**src/rtl/cirno9_sram_arb_if.sv**
```systemverilog
// cirno9_sram_arb_if
// Requester-side bundle of the SRAM arbiter. Bit/slice i of every packed
// field belongs to requester i (0 = fetch, 1 = LSU, 2 = external slave).
//   i_req_val   request valid per requester
//   o_req_rdy   request accepted (one-hot or zero)
//   i_req_adr   packed byte addresses, requester i at [i*AW +: AW]
//   i_req_wdat  packed write data, 32 bits per requester
//   i_req_wen   packed byte write enables, 4 bits per requester
//   i_req_ren   read enable per requester
//   o_rsp_val   one-cycle response pulse (one-hot or zero)
//   o_rsp_rdat  read data qualified by o_rsp_val
// master = requester side, slave = arbiter side.
interface cirno9_sram_arb_if #(
  parameter int N_REQ = 3,
  parameter int AW    = 32
);
  logic [N_REQ-1:0]    i_req_val;
  logic [N_REQ-1:0]    o_req_rdy;
  logic [N_REQ*AW-1:0] i_req_adr;
  logic [N_REQ*32-1:0] i_req_wdat;
  logic [N_REQ*4-1:0]  i_req_wen;
  logic [N_REQ-1:0]    i_req_ren;
  logic [N_REQ-1:0]    o_rsp_val;
  logic [31:0]         o_rsp_rdat;

  modport master (
    output i_req_val, i_req_adr, i_req_wdat, i_req_wen, i_req_ren,
    input  o_req_rdy, o_rsp_val, o_rsp_rdat
  );

  modport slave (
    input  i_req_val, i_req_adr, i_req_wdat, i_req_wen, i_req_ren,
    output o_req_rdy, o_rsp_val, o_rsp_rdat
  );
endinterface

```
**src/rtl/cirno9_sram_arb.sv**
```systemverilog
// cirno9_sram_arb
// Shares the single SRAM port between N_REQ requesters. A winning request is
// registered, driven onto the SRAM strobes for one cycle (CMD), and answered
// with a one-cycle response pulse (RSP). A new request may be accepted in
// IDLE or in RSP, giving one access every two cycles at best.
//
// Ports:
//   clk, rst      clock (rising edge) and asynchronous active-high reset
//   bus           requester bundle (cirno9_sram_arb_if.slave)
//   o_sram_ren    SRAM read strobe (CMD only)
//   o_sram_wen    SRAM byte write strobes (CMD only)
//   o_sram_adr    SRAM address, holds last value outside CMD
//   o_sram_wdat   SRAM write data, holds last value outside CMD
//   i_sram_rdat   SRAM read data, valid one cycle after o_sram_ren
//   o_busy        high in CMD or RSP
//
// Build option: define CIRNO9_ARB_RR_EN to replace fixed priority
// (1 > 0 > 2) with starvation override by a round-robin arbiter.
module cirno9_sram_arb #(
  parameter int N_REQ      = 3,
  parameter int STARVE_MAX = 4,
  parameter int AW         = 32
) (
  input  logic                 clk,
  input  logic                 rst,
  cirno9_sram_arb_if.slave     bus,
  output logic                 o_sram_ren,
  output logic [3:0]           o_sram_wen,
  output logic [AW-1:0]        o_sram_adr,
  output logic [31:0]          o_sram_wdat,
  input  logic [31:0]          i_sram_rdat,
  output logic                 o_busy
);

  localparam int GW = (N_REQ > 1) ? $clog2(N_REQ) : 1;

  typedef enum logic [1:0] {IDLE, CMD, RSP} state_t;

  state_t          state_q, state_d;
  logic [GW-1:0]   gnt_q, gnt_d;
  logic            rd_q, rd_d;
  logic            sram_ren_q, sram_ren_d;
  logic [3:0]      sram_wen_q, sram_wen_d;
  logic [AW-1:0]   sram_adr_q, sram_adr_d;
  logic [31:0]     sram_wdat_q, sram_wdat_d;

  logic            accept;
  logic [GW-1:0]   win;
  logic [3:0]      win_wen;
  logic            win_ren;

`ifdef CIRNO9_ARB_RR_EN
  logic [GW-1:0]   ptr_q, ptr_d;

  // Search starts one past the last grant, so the last winner is tried last.
  function automatic logic [GW-1:0] pick_rr(input logic [N_REQ-1:0] val,
                                            input logic [GW-1:0]    ptr);
    logic [GW-1:0] sel;
    sel = '0;
    for (int k = N_REQ; k >= 1; k--) begin
      if (val[(int'(ptr) + k) % N_REQ]) sel = GW'((int'(ptr) + k) % N_REQ);
    end
    return sel;
  endfunction

  always_comb begin
    win = pick_rr(bus.i_req_val, ptr_q);
  end
`else
  localparam int CW = $clog2(STARVE_MAX + 1);

  logic [CW-1:0]    cnt_q [N_REQ];
  logic [CW-1:0]    cnt_d [N_REQ];
  logic [N_REQ-1:0] starved;

  // Starved requesters win first (lowest index among them); otherwise the
  // LSU goes first and the rest fall back to lowest index.
  function automatic logic [GW-1:0] pick_fixed(input logic [N_REQ-1:0] val,
                                               input logic [N_REQ-1:0] stv);
    logic [GW-1:0] sel;
    sel = '0;
    if (|stv) begin
      for (int i = N_REQ - 1; i >= 0; i--) begin
        if (stv[i]) sel = GW'(i);
      end
    end else if (val[1]) begin
      sel = GW'(1);
    end else begin
      for (int i = N_REQ - 1; i >= 0; i--) begin
        if (val[i]) sel = GW'(i);
      end
    end
    return sel;
  endfunction

  always_comb begin
    for (int i = 0; i < N_REQ; i++) begin
      starved[i] = bus.i_req_val[i] && (cnt_q[i] == CW'(STARVE_MAX));
    end
    win = pick_fixed(bus.i_req_val, starved);
  end

  // A waiting requester that loses an accept ages by one; winning or
  // dropping val resets its age.
  always_comb begin
    for (int i = 0; i < N_REQ; i++) begin
      cnt_d[i] = cnt_q[i];
      if (!bus.i_req_val[i]) begin
        cnt_d[i] = '0;
      end else if (accept) begin
        if (GW'(i) == win) cnt_d[i] = '0;
        else if (cnt_q[i] != CW'(STARVE_MAX)) cnt_d[i] = cnt_q[i] + 1'b1;
      end
    end
  end
`endif

  // Accept only while the SRAM port is free for a new command next cycle;
  // rdy is held low during reset so nothing is accepted then.
  assign accept  = ((state_q == IDLE) || (state_q == RSP)) && (|bus.i_req_val) && !rst;
  assign win_wen = bus.i_req_wen[int'(win)*4 +: 4];
  assign win_ren = bus.i_req_ren[win];

  always_comb begin
    state_d     = state_q;
    gnt_d       = gnt_q;
    rd_d        = rd_q;
    sram_ren_d  = 1'b0;
    sram_wen_d  = 4'h0;
    sram_adr_d  = sram_adr_q;
    sram_wdat_d = sram_wdat_q;

    case (state_q)
      IDLE:    state_d = accept ? CMD : IDLE;
      CMD:     state_d = RSP;
      RSP:     state_d = accept ? CMD : IDLE;
      default: state_d = IDLE;
    endcase

    // Any write enable makes it a write; no enables at all is a no-op that
    // still returns a response but never strobes the SRAM.
    if (accept) begin
      gnt_d       = win;
      rd_d        = (win_wen == 4'h0) && win_ren;
      sram_ren_d  = (win_wen == 4'h0) && win_ren;
      sram_wen_d  = win_wen;
      sram_adr_d  = bus.i_req_adr[int'(win)*AW +: AW];
      sram_wdat_d = bus.i_req_wdat[int'(win)*32 +: 32];
    end
  end

  always_ff @(posedge clk or posedge rst) begin
    if (rst) begin
      state_q     <= IDLE;
      gnt_q       <= '0;
      rd_q        <= 1'b0;
      sram_ren_q  <= 1'b0;
      sram_wen_q  <= 4'h0;
      sram_adr_q  <= '0;
      sram_wdat_q <= '0;
`ifdef CIRNO9_ARB_RR_EN
      ptr_q       <= '0;
`else
      for (int i = 0; i < N_REQ; i++) cnt_q[i] <= '0;
`endif
    end else begin
      state_q     <= state_d;
      gnt_q       <= gnt_d;
      rd_q        <= rd_d;
      sram_ren_q  <= sram_ren_d;
      sram_wen_q  <= sram_wen_d;
      sram_adr_q  <= sram_adr_d;
      sram_wdat_q <= sram_wdat_d;
`ifdef CIRNO9_ARB_RR_EN
      ptr_q       <= ptr_d;
`else
      for (int i = 0; i < N_REQ; i++) cnt_q[i] <= cnt_d[i];
`endif
    end
  end

`ifdef CIRNO9_ARB_RR_EN
  assign ptr_d = accept ? win : ptr_q;
`endif

  assign bus.o_req_rdy  = accept ? (N_REQ'(1) << win) : '0;
  // Read data is passed straight through since the macro returns it in RSP.
  assign bus.o_rsp_val  = (state_q == RSP) ? (N_REQ'(1) << gnt_q) : '0;
  assign bus.o_rsp_rdat = ((state_q == RSP) && rd_q) ? i_sram_rdat : 32'h0;

  assign o_sram_ren  = sram_ren_q;
  assign o_sram_wen  = sram_wen_q;
  assign o_sram_adr  = sram_adr_q;
  assign o_sram_wdat = sram_wdat_q;
  assign o_busy      = (state_q != IDLE);

endmodule

```
**src/flat_wrapper.sv**
```systemverilog
// flat-port wrapper written by rule: the top's interface ports become plain ports
module cirno9_sram_arb_flat 
#(
  parameter int N_REQ      = 3,
  parameter int STARVE_MAX = 4,
  parameter int AW         = 32
)
  (clk, rst, o_sram_ren, o_sram_wen, o_sram_adr, o_sram_wdat, i_sram_rdat, o_busy, bus_i_req_val, bus_i_req_adr, bus_i_req_wdat, bus_i_req_wen, bus_i_req_ren, bus_o_req_rdy, bus_o_rsp_val, bus_o_rsp_rdat);
  cirno9_sram_arb_if #(.N_REQ(N_REQ), .AW(AW)) bus_i ();
  input  logic clk;
  input  logic rst;
  output logic o_sram_ren;
  output logic [3:0] o_sram_wen;
  output logic [AW-1:0] o_sram_adr;
  output logic [31:0] o_sram_wdat;
  input  logic [31:0] i_sram_rdat;
  output logic o_busy;
  input wire logic [$bits(bus_i.i_req_val)-1:0] bus_i_req_val;
  input wire logic [$bits(bus_i.i_req_adr)-1:0] bus_i_req_adr;
  input wire logic [$bits(bus_i.i_req_wdat)-1:0] bus_i_req_wdat;
  input wire logic [$bits(bus_i.i_req_wen)-1:0] bus_i_req_wen;
  input wire logic [$bits(bus_i.i_req_ren)-1:0] bus_i_req_ren;
  output wire logic [$bits(bus_i.o_req_rdy)-1:0] bus_o_req_rdy;
  output wire logic [$bits(bus_i.o_rsp_val)-1:0] bus_o_rsp_val;
  output wire logic [$bits(bus_i.o_rsp_rdat)-1:0] bus_o_rsp_rdat;
  assign bus_i.i_req_val = bus_i_req_val;
  assign bus_i.i_req_adr = bus_i_req_adr;
  assign bus_i.i_req_wdat = bus_i_req_wdat;
  assign bus_i.i_req_wen = bus_i_req_wen;
  assign bus_i.i_req_ren = bus_i_req_ren;
  assign bus_o_req_rdy = bus_i.o_req_rdy;
  assign bus_o_rsp_val = bus_i.o_rsp_val;
  assign bus_o_rsp_rdat = bus_i.o_rsp_rdat;
  cirno9_sram_arb #(.N_REQ(N_REQ), .STARVE_MAX(STARVE_MAX), .AW(AW)) u_core (.clk(clk), .rst(rst), .bus(bus_i), .o_sram_ren(o_sram_ren), .o_sram_wen(o_sram_wen), .o_sram_adr(o_sram_adr), .o_sram_wdat(o_sram_wdat), .i_sram_rdat(i_sram_rdat), .o_busy(o_busy));
endmodule
```
**config.mk**
```make
export PLATFORM = sky130hd
export DESIGN_NAME = cirno9_sram_arb_flat
export DESIGN_NICKNAME = d
export VERILOG_FILES = /design/src/rtl/cirno9_sram_arb_if.sv /design/src/rtl/cirno9_sram_arb.sv /design/src/flat_wrapper.sv
export SDC_FILE = /design/constraint.sdc
export NUM_CORES = 1
export LEC_CHECK = 0
export BUFFER_PORTS_ARGS = -buffer_cell sky130_fd_sc_hd__buf_2
export CAP_MARGIN = 20
export CELL_PAD_IN_SITES_DETAIL_PLACEMENT = 0
export CELL_PAD_IN_SITES_GLOBAL_PLACEMENT = 1
export CORE_AREA = 2 2 137 139
export CTS_CLUSTER_DIAMETER = 50
export CTS_CLUSTER_SIZE = 40
export DETAILED_ROUTE_END_ITERATION = 7
export DIE_AREA = 0 0 139 141
export GPL_TIMING_DRIVEN = 0
export PLACE_DENSITY = 0.75
export SYNTH_ARGS = -nofsm -noshare
export SYNTH_HDL_FRONTEND = slang
export SYNTH_SLANG_ARGS = --single-unit
```
**constraint.sdc**
```tcl
create_clock -name clk -period 8.6 [get_ports clk]
set_input_delay 2.15 -clock clk [delete_from_list [all_inputs] [get_ports clk]]
set_output_delay 2.15 -clock clk [all_outputs]
set_load 0.01 [all_outputs]
```
==> results by group, run 1 <==
Run status
  – Status: completed

Global route
  – First-pass GRT wire length: 26,800 um
  – Largest net degree at the start of global routing: 48
  – Total track usage: 17.4%
  – Overflow after GRT: 0
  – Initial antenna violation count: 0
  – Vias in the first global route: 4,859

Floorplanning
  – Die area: 0.0196 mm^2
  – Die height: 141 um
  – Starting density of the core: 23.7%
  – Die width: 139 um
  – Num ports: 352
  – Core area: 0.0183 mm^2
  – FP Rows: 50

Power
  – Peak supply drop: 0.0873 mV
  – Final total power: 1240 uW
  – Pwr dens: 185 mW/mm^2
  – Pleak: 0.00351 uW

Logic synthesis
  – Distinct cell type count after synthesis: 42
  – Top cell type by total area after synthesis: dfrtp_1
  – Post-synthesis sequential area ratio: 48.0%
  – Cells after synthesis: 444
  – Synth Register Bits: 83
  – Syn_nets: 694
  – Post-synth top cells: dfrtp_1, nand2_1, o21ai_1
  – Syn_area_per_cell: 9.74 um^2
  – Top-area cell type share of the netlist area: 48.0%
  – Number of synthesized flops with an enable pin: 0
  – Post-synth ARST share: 100%
  – Mapped cell area: 0.00433 mm^2
  – Synth warnings: 0
  – Prevailing post-synth register cell: dfrtp_1
  – Most area-consuming cells after synthesis: dfrtp_1, a222oi_1, o21ai_1
  – Cell with the most instances after synthesis: dfrtp_1

Clocking
  – TritonCTS Sinks: 83
  – Clk slew on worst S/H paths: 0.06 ns
  – Setup Fix Bufs, Post-CTS: 0
  – CTS buffer count: 9
  – CTS resizes: 0
  – TritonCTS clock tree: done
  – CTS root buf: clkbuf_16
  – CTS Hold Bufs: 0
  – Longest Clk Path Bufs: 2
  – H-Tree Level Count: 3
  – Clk_lat worst skew: 0.34 ns

Finish
  – Sequential standard cell area: 0.00208 mm^2
  – Layout area overhead: 55.4%
  – # nets final: 1,056
  – Fillers: 1,919
  – Non-filler cells, final: 1,045
  – # diodes: 0
  – Share of layout cells above drive strength 1: 48.7%
  – Area of the multi-input gates: 0.00197 mm^2
  – Final core occ: 36.8%

STA
  – Slew margin rel.: 60.4%
  – Clk_skew: 0.00806 ns
  – Fmax: 0.168 GHz
  – Minimum clock period: 5.94 ns
  – Fin worst setup slack: 2.66 ns
  – Final setup violation count: 0
  – Least-Margin Pin Slew: 0.595 ns
  – Hold Fails Final Rpt: 0
  – RSZ-0062 raised after global routing: no
  – Fin crit share: 69.0%
  – TNS Setup: 0 ns
  – Fin. max-slew vios: 0

Route
  – Routed Antenna Nets: 0
  – DR DRC count: 0
  – Total number of vias: 5,098
  – Vias per inst: 4.88
  – Detailed-route wire length per cell: 17.1 um
  – TritonRoute pass-1 iters: 7
  – Starting DRC count in detailed routing: 406
  – Drt total wl: 17,900 um

Setup path
  – Required time of the critical path: 6.45 ns
  – WS Path Type: input port to output port
  – CP Max Fanout: 10
  – Critical path arrival: 3.79 ns
  – Worst Setup SP: bus_i_req_val[0]
  – Critical Path Source Type: input port
  – R2R Path Start: u_core.cnt_q[0]
  – Crit end category: output port

Worst hold path
  – Hold Crit Start: u_core.state_q[1]
  – Worst hold-check path type: register to register

Placed design
  – PortBufs: 350
  – Routability cong.: 0.760
  – Dpl ws: 2.65 ns
  – Placed Instances: 1,029
  – DP Wirelength: 14,000 um

Flow run
  – MaxCap Viol Count: 0
-- final timing paths --
path | end | slack, ns | cells past startpoint
max | bus_o_req_rdy[0] | 2.66 | 7
min | u_core.state_q[1] | 0.44 | 1
max reg2reg | u_core.o_sram_wdat[8] | 6.26 | 9
min reg2reg | u_core.state_q[1] | 0.44 | 1
max in group asynchronous | u_core.o_sram_wdat[13] | 6.12 | 3
min in group asynchronous | u_core.o_sram_adr[16] | 1.87 | 2
-- cells by family (layout without fill, tap and decap cells) --
group / Yosys count / after routing / share of synthesized area (%)
AOI/OAI and AO/OA: 158 / 158 / 27.2
buffers and inverters: 53 / 420 / 6.42
adders and majority gates: 6 / 6 / 1.74
muxes: 2 / 2 / 0.492
DFF: 83 / 83 / 48.0
and+or+nand+nor: 142 / 142 / 16.2
-- where the power goes --
part / internal (uW) / switching, uW
clock network: 263 / 158
registers: 453 / 33.2
logic: 148 / 186
total: 863 / 377
-- flip-flops by register name, summed over array words and instances, names as in the netlist --
| register | count |
|---|---|
| u_core.o_sram_adr | 32 |
| u_core.o_sram_wdat | 32 |
| u_core.cnt_q | 9 |
| u_core.o_sram_wen | 4 |
| u_core.gnt_q | 2 |
| u_core.state_q | 2 |
| u_core.o_sram_ren | 1 |
| u_core.rd_q | 1 |
-- through the flow --
step,area (um^2),hold WS (ns)
after floorplan,4330,0.418
final,6720,0.443
after detailed placement,6400,0.438
after global routing,6720,0.464
after global placement,6370,0.434
after CTS,6720,0.446
-- final cells by class --
cell class                      instances  share of cell area (%)
Sequential cell                        83                    30.9
Multi-Input combinational cell        308                    29.3
Timing Repair Buffer                  351                    26.5
Tap cell                              234                    4.36
Clock buffer                           12                    3.67
Buffer                                 42                    3.52
Clock inverter                          4                    1.10
Inverter                               11                   0.652
-- critical path, stage by stage --
cell and delay [ns]:
buf_2 0.17, a21bo_1 0.23, o211ai_2 0.15, buf_2 0.30, clkbuf_1 0.46, and2_1 0.19
buf_2 0.12
-- per-layer routing --
metal	track usage (%)	vias to the layer above	wire length [um]
li1	-	2431	-
met1	21.2	2404	7320
met2	30.7	241	8940
met3	4.28	22	1310
met4	5.32	0	308
met5	0	-	0
-- cell usage in the layout (no fill, tap or decap), types with 4 or more instances in the layout --
| master | synthesis | layout |
|---|---|---|
| buf_6 | 7 | 7 |
| a21oi_1 | 6 | 6 |
| nand2_1 | 73 | 73 |
| a222oi_1 | 64 | 64 |
| inv_1 | 10 | 9 |
| buf_2 | 12 | 362 |
| clkbuf_1 | 18 | 20 |
| dfrtp_1 | 83 | 83 |
| clkbuf_16 | 0 | 9 |
| ha_1 | 6 | 6 |
| nor2_1 | 5 | 5 |
| o21ai_1 | 68 | 68 |
| and2_1 | 38 | 38 |
| nor2b_1 | 4 | 4 |
Note: power is estimated with default switching activity, not from simulation.
==> run 2, diff against run 1 <==
--- a/config.mk
+++ b/config.mk
@@ -5,17 +5,18 @@
 export SDC_FILE = /design/constraint.sdc
 export NUM_CORES = 1
 export LEC_CHECK = 0
+export ABC_AREA = 1
 export BUFFER_PORTS_ARGS = -buffer_cell sky130_fd_sc_hd__buf_2
 export CAP_MARGIN = 20
 export CELL_PAD_IN_SITES_DETAIL_PLACEMENT = 0
 export CELL_PAD_IN_SITES_GLOBAL_PLACEMENT = 1
-export CORE_AREA = 2 2 137 139
+export CORE_MARGIN = 2
+export CORE_UTILIZATION = 28
 export CTS_CLUSTER_DIAMETER = 50
 export CTS_CLUSTER_SIZE = 40
 export DETAILED_ROUTE_END_ITERATION = 7
-export DIE_AREA = 0 0 139 141
 export GPL_TIMING_DRIVEN = 0
-export PLACE_DENSITY = 0.75
+export PLACE_DENSITY = 0.83
 export SYNTH_ARGS = -nofsm -noshare
 export SYNTH_HDL_FRONTEND = slang
 export SYNTH_SLANG_ARGS = --single-unit
==> constraint.sdc (replaced) <==
create_clock -name clk -period 6 [get_ports clk]
set_input_delay 1.5 -clock clk [delete_from_list [all_inputs] [get_ports clk]]
set_output_delay 1.5 -clock clk [all_outputs]
set_load 0.01 [all_outputs]
==> run 2 against run 1 <==
  * First-iteration DRC count down 46%
  * Largest cell class is now multi-input gates
  * Highest routed layer unchanged
  * Via count up 7.3%
  * Routed wire length up 9.4%
  * Worst setup slack worse by 1.0 ns
  * Register-to-register slack worse by 2.3 ns
  * Critical path type unchanged
  * Sequential cell count unchanged
  * Utilization up 5.5 points
  * Hold slack worse by 0.021 ns
==> results by group, run 2 <==
Run status
  – Status: completed (unchanged)

Worst hold path
  – Hold Crit Start: u_core.state_q[1] (unchanged)
  – Hold depth: 1 (unchanged)
  – Worst hold-check path type: register to register (unchanged)
  – Hold path endpoint: u_core.state_q[1] (unchanged)

Global route
  – First-pass GRT wire length: 28,400 um (was 26,800 um)
  – Initial antenna violation count: 0 (unchanged)
  – Total track usage: 20.0% (was 17.4%)
  – Overflow after GRT: 0 (unchanged)
  – Largest net degree at the start of global routing: 46 (was 48)
  – Vias in the first global route: 5,306 (was 4,859)

Power
  – Comb pwr share: 30.3% (was 26.9%)
  – Pwr dens: 252 mW/mm^2 (was 185 mW/mm^2)
  – Final total power: 1850 uW (was 1240 uW)
  – Seq pwr share: 38.4% (was 39.2%)
  – Pleak: 0.00386 uW (was 0.00351 uW)
  – Pint: 1230 uW (was 863 uW)
  – Peak supply drop: 0.159 mV (was 0.0873 mV)
  – Sw Ratio: 33.6% (was 30.4%)
  – Switching pwr: 621 uW (was 377 uW)
  – Clk pwr share: 31.3% (was 33.9%)

STA
  – Fin crit share: 72.7%
  – Min Hold Slack: 0.422 ns (was 0.443 ns)
  – Minimum clock period: 4.36 ns
  – RSZ-0062 raised after global routing: no (unchanged)
  – Fin worst setup slack: 1.64 ns (was 2.66 ns)
  – Fmax: 0.229 GHz
  – Least-Margin Pin Slew: 0.541 ns (was 0.595 ns)
  – TNS Setup: 0 ns (unchanged)
  – Fin. max-slew vios: 0 (unchanged)
  – Final setup violation count: 0 (unchanged)
  – Slew margin rel.: 64.0% (was 60.4%)
  – Hold Fails Final Rpt: 0 (unchanged)
  – Clk_skew: 0.0153 ns (was 0.00806 ns)

Logic synthesis
  – Syn_area_per_cell: 8.25 um^2 (was 9.74 um^2)
  – Post-synthesis sequential area ratio: 41.8% (was 48.0%)
  – Post-synth ARST share: 100% (unchanged)
  – Cells after synthesis: 603 (was 444)
  – Top cell type by total area after synthesis: dfrtp_1 (unchanged)
  – Number of synthesized flops with an enable pin: 0 (unchanged)
  – Synth Register Bits: 83 (unchanged)
  – Post-synth top cells: nand2_1, nor2_1, dfrtp_1 (was dfrtp_1, nand2_1, o21ai_1)
  – Synth warnings: 0 (unchanged)
  – Cell with the most instances after synthesis: nand2_1 (was dfrtp_1)
  – Mapped cell area: 0.00497 mm^2 (was 0.00433 mm^2)
  – Syn_nets: 853 (was 694)
  – Top-area cell type share of the netlist area: 41.8% (was 48.0%)
  – Distinct cell type count after synthesis: 31 (was 42)
  – Prevailing post-synth register cell: dfrtp_1 (unchanged)
  – Most area-consuming cells after synthesis: dfrtp_1, nand2_1, a41oi_2 (was dfrtp_1, a222oi_1, o21ai_1)

Setup path
  – Crit end category: output port (unchanged)
  – CP Max Fanout: 10 (unchanged)
  – Critical path arrival: 2.86 ns (was 3.79 ns)
  – Critical Path Source Type: input port (unchanged)
  – Delay-heaviest family, CP: buffers and inverters (unchanged)
  – Flop-to-flop setup slack: 4.00 ns (was 6.26 ns)
  – Slowest cell on the critical path: clkinv_1 (was clkbuf_1)
  – R2R Path Start: u_core.cnt_q[0] (unchanged)
  – CP cell instances: buf_2 -> nand3_4 -> nand2_1 -> inv_2 -> nand2_8 -> nand2_8 -> inv_6 -> nand2_1 -> clkinv_1 -> buf_2 (was buf_2 -> a21bo_1 -> o211ai_2 -> buf_2 -> clkbuf_1 -> and2_1 -> buf_2)
  – WS Path Type: input port to output port (unchanged)
  – Register-to-Register Path Depth: 10 (was 9)
  – RR Endpoint: u_core.o_sram_adr[22] (was u_core.o_sram_wdat[8])
  – CP Buf/Inv Count: 5 (was 4)
  – CP max stage delay: 0.26 ns (was 0.46 ns)
  – Required time of the critical path: 4.50 ns (was 6.45 ns)

Floorplanning
  – FP Rows: 48 (was 50)
  – Die width: 137 um (was 139 um)
  – Die area: 0.0188 mm^2 (was 0.0196 mm^2)
  – Core area: 0.0174 mm^2 (was 0.0183 mm^2)
  – Num ports: 352 (unchanged)
  – Starting density of the core: 28.7% (was 23.7%)
  – Die height: 137 um (was 141 um)

Clocking
  – TritonCTS clock tree: done (unchanged)
  – CTS buffer count: 9 (unchanged)
  – H-Tree Level Count: 3 (unchanged)
  – CTS resizes: 0 (unchanged)
  – Clk_lat worst skew: 0.35 ns (was 0.34 ns)
  – TritonCTS Sinks: 83 (unchanged)
  – Clk slew on worst S/H paths: 0.07 ns (was 0.06 ns)
  – CTS Hold Bufs: 0 (unchanged)
  – Longest Clk Path Bufs: 2 (unchanged)
  – Setup Fix Bufs, Post-CTS: 0 (unchanged)
  – CTS root buf: clkbuf_16 (unchanged)

Finish
  – Area of the multi-input gates: 0.00242 mm^2 (was 0.00197 mm^2)
  – Non-filler cells, final: 1,196 (was 1,045)
  – Fillers: 1,868 (was 1,919)
  – Sequential standard cell area: 0.00208 mm^2 (unchanged)
  – Layout area overhead: 47.6% (was 55.4%)
  – # nets final: 1,216 (was 1,056)
  – Share of layout cells above drive strength 1: 48.2% (was 48.7%)
  – # diodes: 0 (unchanged)
  – Most frequent cells in the layout: buf_2, nand2_1, nor2_1 (was buf_2, dfrtp_1, nand2_1)
  – Commonest non-fill, non-tap cell in the layout: buf_2 (unchanged)

Placed design
  – Dpl ws: 1.59 ns (was 2.65 ns)
  – Placed Instances: 1,180 (was 1,029)
  – Routability cong.: 0.839 (was 0.760)
  – DP Wirelength: 15,600 um (was 14,000 um)
  – PortBufs: 351 (was 350)

Route
  – Detailed-route wire length per cell: 16.4 um (was 17.1 um)
  – DR DRC count: 0 (unchanged)
  – TritonRoute pass-1 iters: 4 (was 7)
  – Total number of vias: 5,471 (was 5,098)
  – Starting DRC count in detailed routing: 219 (was 406)
  – Drt total wl: 19,600 um (was 17,900 um)
  – Vias per inst: 4.57 (was 4.88)
  – Routed Antenna Nets: 0 (unchanged)

Flow run
  – MaxCap Viol Count: 0 (unchanged)
[run 2: cell count changes after synthesis, sizes merged, moves of 4 or more]
| cell | before | now |
|---|---|---|
| nand2 | 73 | 195 |
| nor2 | 5 | 92 |
| a222oi | 64 | 0 |
| o21ai | 71 | 18 |
| inv | 11 | 63 |
| a41oi | 0 | 41 |
| and2 | 39 | 0 |
| a22oi | 0 | 28 |
| nand3 | 4 | 15 |
| clkbuf | 18 | 10 |
| nand4 | 3 | 8 |
| nor2b | 4 | 0 |
[run 2: power groups by stage]
stage / registers, uW / logic [uW] / clock network, uW
after global routing: 721 / 617 / 616
after floorplan: 758 / 257 / 0
after detailed placement: 716 / 569 / 0
after global placement: 716 / 560 / 0
after CTS: 709 / 570 / 593
final: 709 / 560 / 579
[run 2: kinds of logic (layout without fill, tap and decap cells)]
group	count (synthesis)	after routing	synth area share, %
adders and majority gates	6	6	1.51
and+or+nand+nor	315	315	27.6
DFF	83	83	41.8
AOI/OAI and AO/OA	99	99	19.2
buffers and inverters	98	466	9.51
xor gates and xnor gates	2	2	0.352
[run 2: how the worst max path moves through the flow]
stage	from	endpoint	slack [ns]	cells past startpoint
after floorplan	bus_i_req_val[0]	bus_o_req_rdy[0]	2.24	8
after global placement	rst	u_core.o_sram_adr[13]	1.09	2
after detailed placement	bus_i_req_val[0]	bus_o_req_rdy[0]	1.59	10
after CTS	bus_i_req_val[0]	bus_o_req_rdy[0]	1.59	10
after global routing	bus_i_req_val[0]	bus_o_req_rdy[0]	1.49	10
final	bus_i_req_val[0]	bus_o_req_rdy[0]	1.64	10
[run 2: per-layer routing]
layer	global-route usage [%]	part of all wire [%]
met5	0	0
met4	6.01	1.2
met3	5.04	7.6
met2	36.3	51
met1	23.0	40
[run 2: cell type report]
| type | instances | area share (%) |
|---|---|---|
| Buffer | 34 | 3.10 |
| Tap cell | 225 | 3.84 |
| Multi-Input combinational cell | 422 | 33.0 |
| Timing Repair Buffer | 352 | 24.3 |
| Sequential cell | 83 | 28.3 |
| Clock buffer | 9 | 3.07 |
| Clock inverter | 7 | 1.01 |
| Inverter | 64 | 3.37 |
[run 2: worst reg2reg max path: stages, from the launching register on]
cell and delay [ns]:
dfrtp_1 0.39, inv_1 0.06, ha_1 0.20, nand3_2 0.09, nand2_1 0.05, nand2_1 0.13
nand2_4 0.14, inv_2 0.10, clkbuf_1 0.41, nand2_1 0.12, a41oi_1 0.22
[run 2: through the flow]
| stage | instance area, um^2 | util, % |
|---|---|---|
| 3_5_place_dp | 7040 | 40.6 |
| 4_1_cts | 7340 | 42.3 |
| 5_1_grt | 7340 | 42.3 |
| 2_1_floorplan | 4970 | - |
| 3_3_place_gp | 7010 | 40.4 |
| 6_report | 7340 | 42.3 |
